<file path="src/rtl/sigdel_pkg.sv">
// Shared constants and helpers for the sigma-delta DAC/ADC pair.
// The CIC sizing and output scaling live here so both ends agree on the number format.
package sigdel_pkg;

  localparam int DEFAULT_BITLEN = 16;

  // A sinc^2 filter over 2^dlog2 samples grows 2*dlog2 bits; one extra bit holds full scale.
  function automatic int cic_width(input int dlog2);
    return 2 * dlog2 + 1;
  endfunction

  // Map a CIC result r in 0..2^(2*dlog2) onto a bitlen-bit unsigned code.
  // Full scale (all ones in) is the only value that cannot be represented, so it clamps.
  // The result is returned in 32 bits, so bitlen is limited to 32.
  function automatic logic [31:0] scale(input logic [31:0] r, input int dlog2, input int bitlen);
    int          rw;
    logic [31:0] res;
    rw = 2 * dlog2;
    if (r == (32'd1 << rw)) begin
      res = (bitlen >= 32) ? '1 : ((32'd1 << bitlen) - 32'd1);
    end else if (rw >= bitlen) begin
      res = r >> (rw - bitlen);
    end else begin
      res = r << (bitlen - rw);
    end
    return res;
  endfunction

endpackage

</file>
<file path="src/rtl/sigdel_cic_integrator.sv">
// One CIC integrator stage: a free-running modulo-2^W accumulator gated by a bit-rate enable.
module sigdel_cic_integrator
  import sigdel_pkg::*;
#(
  parameter int W = 13
) (
  input  logic         clk,
  input  logic         rst,
  input  logic         en,
  input  logic [W-1:0] din,
  output logic [W-1:0] acc
);

  // Wrap-around is part of the CIC arithmetic; the combs undo it.
  always_ff @(posedge clk or posedge rst) begin
    if (rst)     acc <= '0;
    else if (en) acc <= acc + din;
  end

endmodule

</file>
<file path="src/rtl/sigdel_adc_decim.sv">
// Sigma-delta bitstream decoder: two integrators at bit rate, decimate by 2^DECIM_LOG2,
// two combs at clock rate, scale to BITLEN bits, valid/ready output with sticky overrun.
module sigdel_adc_decim
  import sigdel_pkg::*;
#(
  parameter int BITLEN     = DEFAULT_BITLEN,
  parameter int DECIM_LOG2 = 6
) (
  input  logic              clk,
  input  logic              rst,
  input  logic              in_en,
  input  logic              in_bit,
  output logic [BITLEN-1:0] out_data,
  output logic              out_valid,
  input  logic              out_ready,
  input  logic              ovr_clr,
  output logic              overrun
);

  localparam int W = cic_width(DECIM_LOG2);
  localparam logic [DECIM_LOG2-1:0] CNT_MAX = '1;

  logic [W-1:0]            i1, i2;
  logic [W-1:0]            d1, d2, c1, c2;
  logic [DECIM_LOG2-1:0]   cnt;
  logic                    wrap;
  // [0] tick (c1 load), [1] c2 load, [2] output load
  logic [2:0]              vld_pipe;

  assign wrap = in_en && (cnt == CNT_MAX);

  sigdel_cic_integrator #(.W(W)) u_int1 (
    .clk (clk),
    .rst (rst),
    .en  (in_en),
    .din ({{(W-1){1'b0}}, in_bit}),
    .acc (i1)
  );

  // Fed from the registered i1, so each update uses the pre-update first integrator.
  sigdel_cic_integrator #(.W(W)) u_int2 (
    .clk (clk),
    .rst (rst),
    .en  (in_en),
    .din (i1),
    .acc (i2)
  );

  always_ff @(posedge clk or posedge rst) begin
    if (rst) begin
      cnt      <= '0;
      vld_pipe <= '0;
    end else begin
      if (in_en) cnt <= cnt + 1'b1;
      vld_pipe <= {vld_pipe[1:0], wrap};
    end
  end

  // Comb stages advance on the clock, not on in_en, so latency is fixed in clk cycles.
  always_ff @(posedge clk or posedge rst) begin
    if (rst) begin
      c1 <= '0;
      d1 <= '0;
      c2 <= '0;
      d2 <= '0;
    end else begin
      if (vld_pipe[0]) begin
        c1 <= i2 - d1;
        d1 <= i2;
      end
      if (vld_pipe[1]) begin
        c2 <= c1 - d2;
        d2 <= c1;
      end
    end
  end

  always_ff @(posedge clk or posedge rst) begin
    if (rst) begin
      out_data  <= '0;
      out_valid <= 1'b0;
      overrun   <= 1'b0;
    end else begin
      if (vld_pipe[2]) begin
        out_data  <= BITLEN'(scale(32'(c2), DECIM_LOG2, BITLEN));
        out_valid <= 1'b1;
      end else if (out_ready) begin
        out_valid <= 1'b0;
      end
      // A fresh overwrite takes priority over a clear in the same cycle.
      if (vld_pipe[2] && out_valid && !out_ready) overrun <= 1'b1;
      else if (ovr_clr)                           overrun <= 1'b0;
    end
  end

endmodule

</file>
<file path="config.mk">
export PLATFORM = sky130hd
export DESIGN_NAME = sigdel_adc_decim
export DESIGN_NICKNAME = d
export VERILOG_FILES = /design/src/rtl/sigdel_pkg.sv /design/src/rtl/sigdel_cic_integrator.sv /design/src/rtl/sigdel_adc_decim.sv
export SDC_FILE = /design/constraint.sdc
export NUM_CORES = 1
export LEC_CHECK = 0
export ABC_AREA = 1
export BUFFER_PORTS_ARGS = -buffer_cell sky130_fd_sc_hd__buf_2
export CORE_ASPECT_RATIO = 0.7
export CORE_MARGIN = 4
export CORE_UTILIZATION = 50
export CTS_BUF_LIST = sky130_fd_sc_hd__clkbuf_8
export DETAILED_ROUTE_END_ITERATION = 10
export PLACE_DENSITY = 0.67
export REMOVE_ABC_BUFFERS = 1
export SYNTH_ARGS = -nofsm -noshare
export SYNTH_HDL_FRONTEND = slang
export SYNTH_SLANG_ARGS = --single-unit
</file>
<file path="constraint.sdc">
create_clock -name clk -period 4.1 [get_ports clk]
set_input_delay 0.41 -clock clk [delete_from_list [all_inputs] [get_ports clk]]
set_output_delay 0.41 -clock clk [all_outputs]
set_load 0.1 [all_outputs]
</file>
==> out/qor.log <==
qor: detailed_routing.violation_count_after_the_first_detailed_routing_iteration 369
qor: final_layout.postLayoutCellArea 6630 um2
qor: setup_path.cp_data_arrival_time 2.26 ns
qor: hold_path.hp-class primary input to async pin
qor: detailed_routing.avgViaCountPerCell 5.09
qor: yosys.synth.lib_cells_used.distinct 29
qor: pwr.internal_power 2.73 mW
qor: status.status finished, final reports clean
qor: setup_path.worst_path_dominant_cell_family adder cells
qor: cts.cts_post_setup_buffers_inserted 0
qor: pwr.p_clk_share 11.0%
qor: yosys.syn_inst 856
qor: grt.via_count_of_the_first_global_routing_pass 4853
qor: detailed_routing.routed_via_count 5263
qor: yosys.yosysWarnings 0
qor: floorplanning.total_die_area 14300 um2
qor: yosys.synth-seq-cells 102
qor: pwr.power.density 877 nW/um2
qor: yosys.synth.area.top_cells sky130_fd_sc_hd__dfrtp_1 (41%), sky130_fd_sc_hd__nand2_1 (19%), sky130_fd_sc_hd__inv_1 (8.9%), sky130_fd_sc_hd__ha_1 (7.9%), sky130_fd_sc_hd__nand3_1 (4.5%)
qor: setup_path.worst-path-max-fanout 3
qor: cts.cts_tree done
qor: final_layout.diodes 0
qor: cts.clock_tree.root_cell sky130_fd_sc_hd__clkbuf_8
qor: yosys.synthDominantAreaCellType sky130_fd_sc_hd__dfrtp_1
qor: cts.tritoncts_buffers 9
qor: place.place_ws 2.13 ns
qor: detailed_routing.drt.antenna.violating_nets 0
qor: setup_path.worst-path-buf-inv 2
qor: pwr.maximum_vdd_drop 357 uV
qor: yosys.share_of_the_synthesized_area_in_compound_gates_ao_oa_aoi_oai 5.65%
qor: place.standard_cell_area_after_detailed_placement 6440 um2
qor: floorplanning.row_count 33
qor: job.maxCapViolCount 0
qor: yosys.dominant_combinational_cell_family_by_area_after_synthesis simple AND/OR/NAND/NOR gates
qor: yosys.xor_xnor_share_of_the_synthesized_area 3.53%
qor: pwr.leakagePower 3.76 nW
qor: sta.max_slew_margin 37.1%
qor: place.placement.io_buffers 23
qor: sta.setup_tns 0 ns
qor: floorplanning.die_h 101 um
qor: yosys.synth_simple_gate_area_share 30.4%
qor: place.gp_congestion 0.939
qor: yosys.multiplexer_share_of_the_synthesized_area 0%
qor: yosys.yosys.area_share.adder 8.84%
qor: floorplanning.initial_core_utilization 52.1%
qor: cts.cts_htree_levels 3
qor: setup_path.crit_path_frequent_cell sky130_fd_sc_hd__nand3_1
qor: cts.clock_insertion_delay_worst_skew 0.38 ns
qor: grt.grt.overflow.total 0
qor: cts.cts.clk_slew.worst_paths 0.12 ns
qor: detailed_routing.remaining_drc_errors 0
qor: sta.rsz0062_at_grt no
qor: setup_path.cpMaxStageDelayCell sky130_fd_sc_hd__fa_1
qor: setup_path.setup.worst_path.class flop to flop
qor: place.detailed_place_hpwl 10.4 mm
qor: pwr.p_comb_share 61.0%
qor: pwr.net-switching-power 3.09 mW
qor: sta.timing.final.max_slew_violations 0
qor: setup_path.crit_path_end_kind flop
qor: floorplanning.design.portCount 24
qor: sta.finalHoldViolCount 0
qor: final_layout.num-nets-final 921
qor: floorplanning.chipWidth 141 um
qor: grt.first_pass_grt_wire_length 23.7 mm
qor: sta.worst_slew_pin_slew 0.944 ns
qor: sta.post-route-period-util 48.7%
qor: setup_path.timing.critical_path.slowest_cell_delay 0.46 ns
qor: cts.max-clock-path-buffers 2
qor: yosys.synthesis.area 6200 um2
qor: setup_path.worst_endpoint_required_time 4.37 ns
qor: sta.clock_skew 0.0150 ns
qor: pwr.power.share.switching 53.1%
qor: sta.final_setup_viols 0
qor: grt.antenna_violations_before_repair 0
qor: detailed_routing.route.final.wire_length 13.6 mm
qor: detailed_routing.routed_wire_length_per_instance 13.1 um
qor: sta.max_freq 501 MHz
qor: yosys.netlist.area_leader.share 41.2%
qor: floorplanning.floorplan.core_area 11900 um2
qor: yosys.synth.yosys.seq_area_share 41.2%
qor: cts.cts_resized 0
qor: yosys.postSynthAreaPerCell 7.24 um2
qor: sta.layout_setup_ws 2.11 ns
qor: setup_path.crit_start_category flop
qor: setup_path.worstPathCellList inv_1 -> ha_1 -> fa_1 -> inv_1 -> nand3_1 -> nand3_1 -> nand2_1 -> nand3_1 -> nand2_1 -> nand3_1 -> nand2_1
qor: final_layout.layout-drive-gt1-share 5.47%
qor: detailed_routing.number_of_iterations_in_the_first_detailed_routing_pass 5
qor: pwr.seq_power_share 28.0%
qor: final_layout.postLayoutCoreUtil 55.8%
qor: sta.final.min_clock_period 1.99 ns
qor: cts.hold_buffer_count_at_cts 0
qor: cts.cts_sinks 102
qor: final_layout.area_growth_syn_to_layout 7.05%
qor: sta.hold_ws 0.206 ns
qor: grt.largest_net_degree_at_the_start_of_global_routing 79
qor: grt.gr-usage-all-layers 20.4%
logic make-up (layout without fill, tap and decap cells):
logic type / count (synthesis) / count (layout)
and+or+nand+nor: 451 / 451
buffers and inverters: 167 / 189
DFF: 102 / 102
AOI/OAI and AO/OA: 69 / 69
adders and majority gates: 42 / 42
xor gates and xnor gates: 25 / 25
routing by layer:
layer,routed length (um),global-route usage (%)
met5,0,0
met4,117,4.62
met3,927,4.72
met2,5230,26.6
met1,7340,33.5
cell type report:
| type | count | area (um2) |
|---|---|---|
| Sequential cell | 102 | 2550 |
| Inverter | 148 | 558 |
| Clock inverter | 7 | 72.6 |
| Timing Repair Buffer | 25 | 130 |
| Tap cell | 157 | 196 |
| Clock buffer | 9 | 124 |
| Fill cell | 1120 | 5260 |
| Multi-Input combinational cell | 587 | 3000 |
stage by stage:
stage | std cells | power, mW
3_3_place_gp | 1019 | 4.99
2_1_floorplan | 837 | 4.32
5_1_grt | 1035 | 6.43
3_5_place_dp | 1019 | 5.10
4_1_cts | 1035 | 5.79
6_report | 1035 | 5.82
power by group through the flow:
| stage | Clock, mW | Sequential [mW] | Combinational, mW |
|---|---|---|---|
| 2_1_floorplan | 0 | 1.92 | 2.40 |
| 3_3_place_gp | 0 | 1.64 | 3.36 |
| 3_5_place_dp | 0 | 1.65 | 3.46 |
| 4_1_cts | 0.663 | 1.63 | 3.49 |
| 5_1_grt | 0.704 | 1.68 | 4.05 |
| 6_report | 0.641 | 1.63 | 3.55 |
worst reg2reg max path: stages (launching register included):
cell                      delay [ns]
sky130_fd_sc_hd__dfrtp_1        0.37
sky130_fd_sc_hd__inv_1          0.07
sky130_fd_sc_hd__ha_1           0.25
sky130_fd_sc_hd__fa_1           0.46
sky130_fd_sc_hd__inv_1          0.13
sky130_fd_sc_hd__nand3_1        0.08
sky130_fd_sc_hd__nand3_1        0.17
sky130_fd_sc_hd__nand2_1        0.10
sky130_fd_sc_hd__nand3_1        0.08
sky130_fd_sc_hd__nand2_1        0.05
sky130_fd_sc_hd__nand3_1        0.06
sky130_fd_sc_hd__nand2_1        0.08
cell usage in the layout, fill, tap and decap left out, types with 8 or more instances in the layout:
master | synthesis | routed
sky130_fd_sc_hd__a21oi_1 | 16 | 16
sky130_fd_sc_hd__ha_1 | 39 | 39
sky130_fd_sc_hd__inv_1 | 147 | 146
sky130_fd_sc_hd__nor2_1 | 29 | 29
sky130_fd_sc_hd__nand3_1 | 56 | 56
sky130_fd_sc_hd__nand4_1 | 21 | 21
sky130_fd_sc_hd__dfrtp_1 | 102 | 102
sky130_fd_sc_hd__nand2_1 | 320 | 320
sky130_fd_sc_hd__xor2_1 | 17 | 17
sky130_fd_sc_hd__o21ai_0 | 49 | 49
sky130_fd_sc_hd__xnor2_1 | 8 | 8
sky130_fd_sc_hd__clkbuf_8 | 0 | 9
sky130_fd_sc_hd__nor3_1 | 10 | 10
sky130_fd_sc_hd__buf_2 | 5 | 23
synth_stat cells:
cell type and number:
sky130_fd_sc_hd__nand2_1 320, sky130_fd_sc_hd__inv_1 147, sky130_fd_sc_hd__dfrtp_1 102, sky130_fd_sc_hd__nand3_1 56, sky130_fd_sc_hd__o21ai_0 49, sky130_fd_sc_hd__ha_1 39, sky130_fd_sc_hd__nor2_1 29, sky130_fd_sc_hd__nand4_1 21
sky130_fd_sc_hd__xor2_1 17, sky130_fd_sc_hd__a21oi_1 16, sky130_fd_sc_hd__nor3_1 10, sky130_fd_sc_hd__clkbuf_1 9, sky130_fd_sc_hd__xnor2_1 8, sky130_fd_sc_hd__buf_2 5, sky130_fd_sc_hd__and2_1 4, sky130_fd_sc_hd__nand3b_1 4
sky130_fd_sc_hd__buf_4 3, sky130_fd_sc_hd__fa_1 3, sky130_fd_sc_hd__buf_1 2, sky130_fd_sc_hd__nor2_2 2, sky130_fd_sc_hd__o21ai_1 2, sky130_fd_sc_hd__clkinv_1 1, sky130_fd_sc_hd__nand2_2 1, sky130_fd_sc_hd__nand3_2 1
sky130_fd_sc_hd__nor2_4 1, sky130_fd_sc_hd__nor3_2 1, sky130_fd_sc_hd__nor4_1 1, sky130_fd_sc_hd__o22ai_1 1, sky130_fd_sc_hd__o32ai_1 1
final timing paths:
kind	start	endpoint	cells past startpoint	slack, ns
min in group clk	ovr_clr	overrun$_DFFE_PP0P_	2	0.21
min	rst	out_valid$_DFFE_PP0P_	2	0.21
max in group asynchronous	rst	c2[8]$_DFFE_PP0P_	3	2.98
min reg2reg	out_data[14]$_DFFE_PP0P_	out_data[14]$_DFFE_PP0P_	2	0.48
max reg2reg	u_int2.acc[0]$_DFFE_PP0P_	c1[8]$_DFFE_PP0P_	11	2.11
max	u_int2.acc[0]$_DFFE_PP0P_	c1[8]$_DFFE_PP0P_	11	2.11
sequential cells by signal, summed over array words and instances, names as in the netlist:
name and flops:
u_int1.acc 13, c2 13, c1 13, overrun 1
vld_pipe 3, u_int2.acc 13, d2 13, out_valid 1
cnt 6, out_data 13, d1 13
Note: power is estimated with default switching activity, not from simulation.
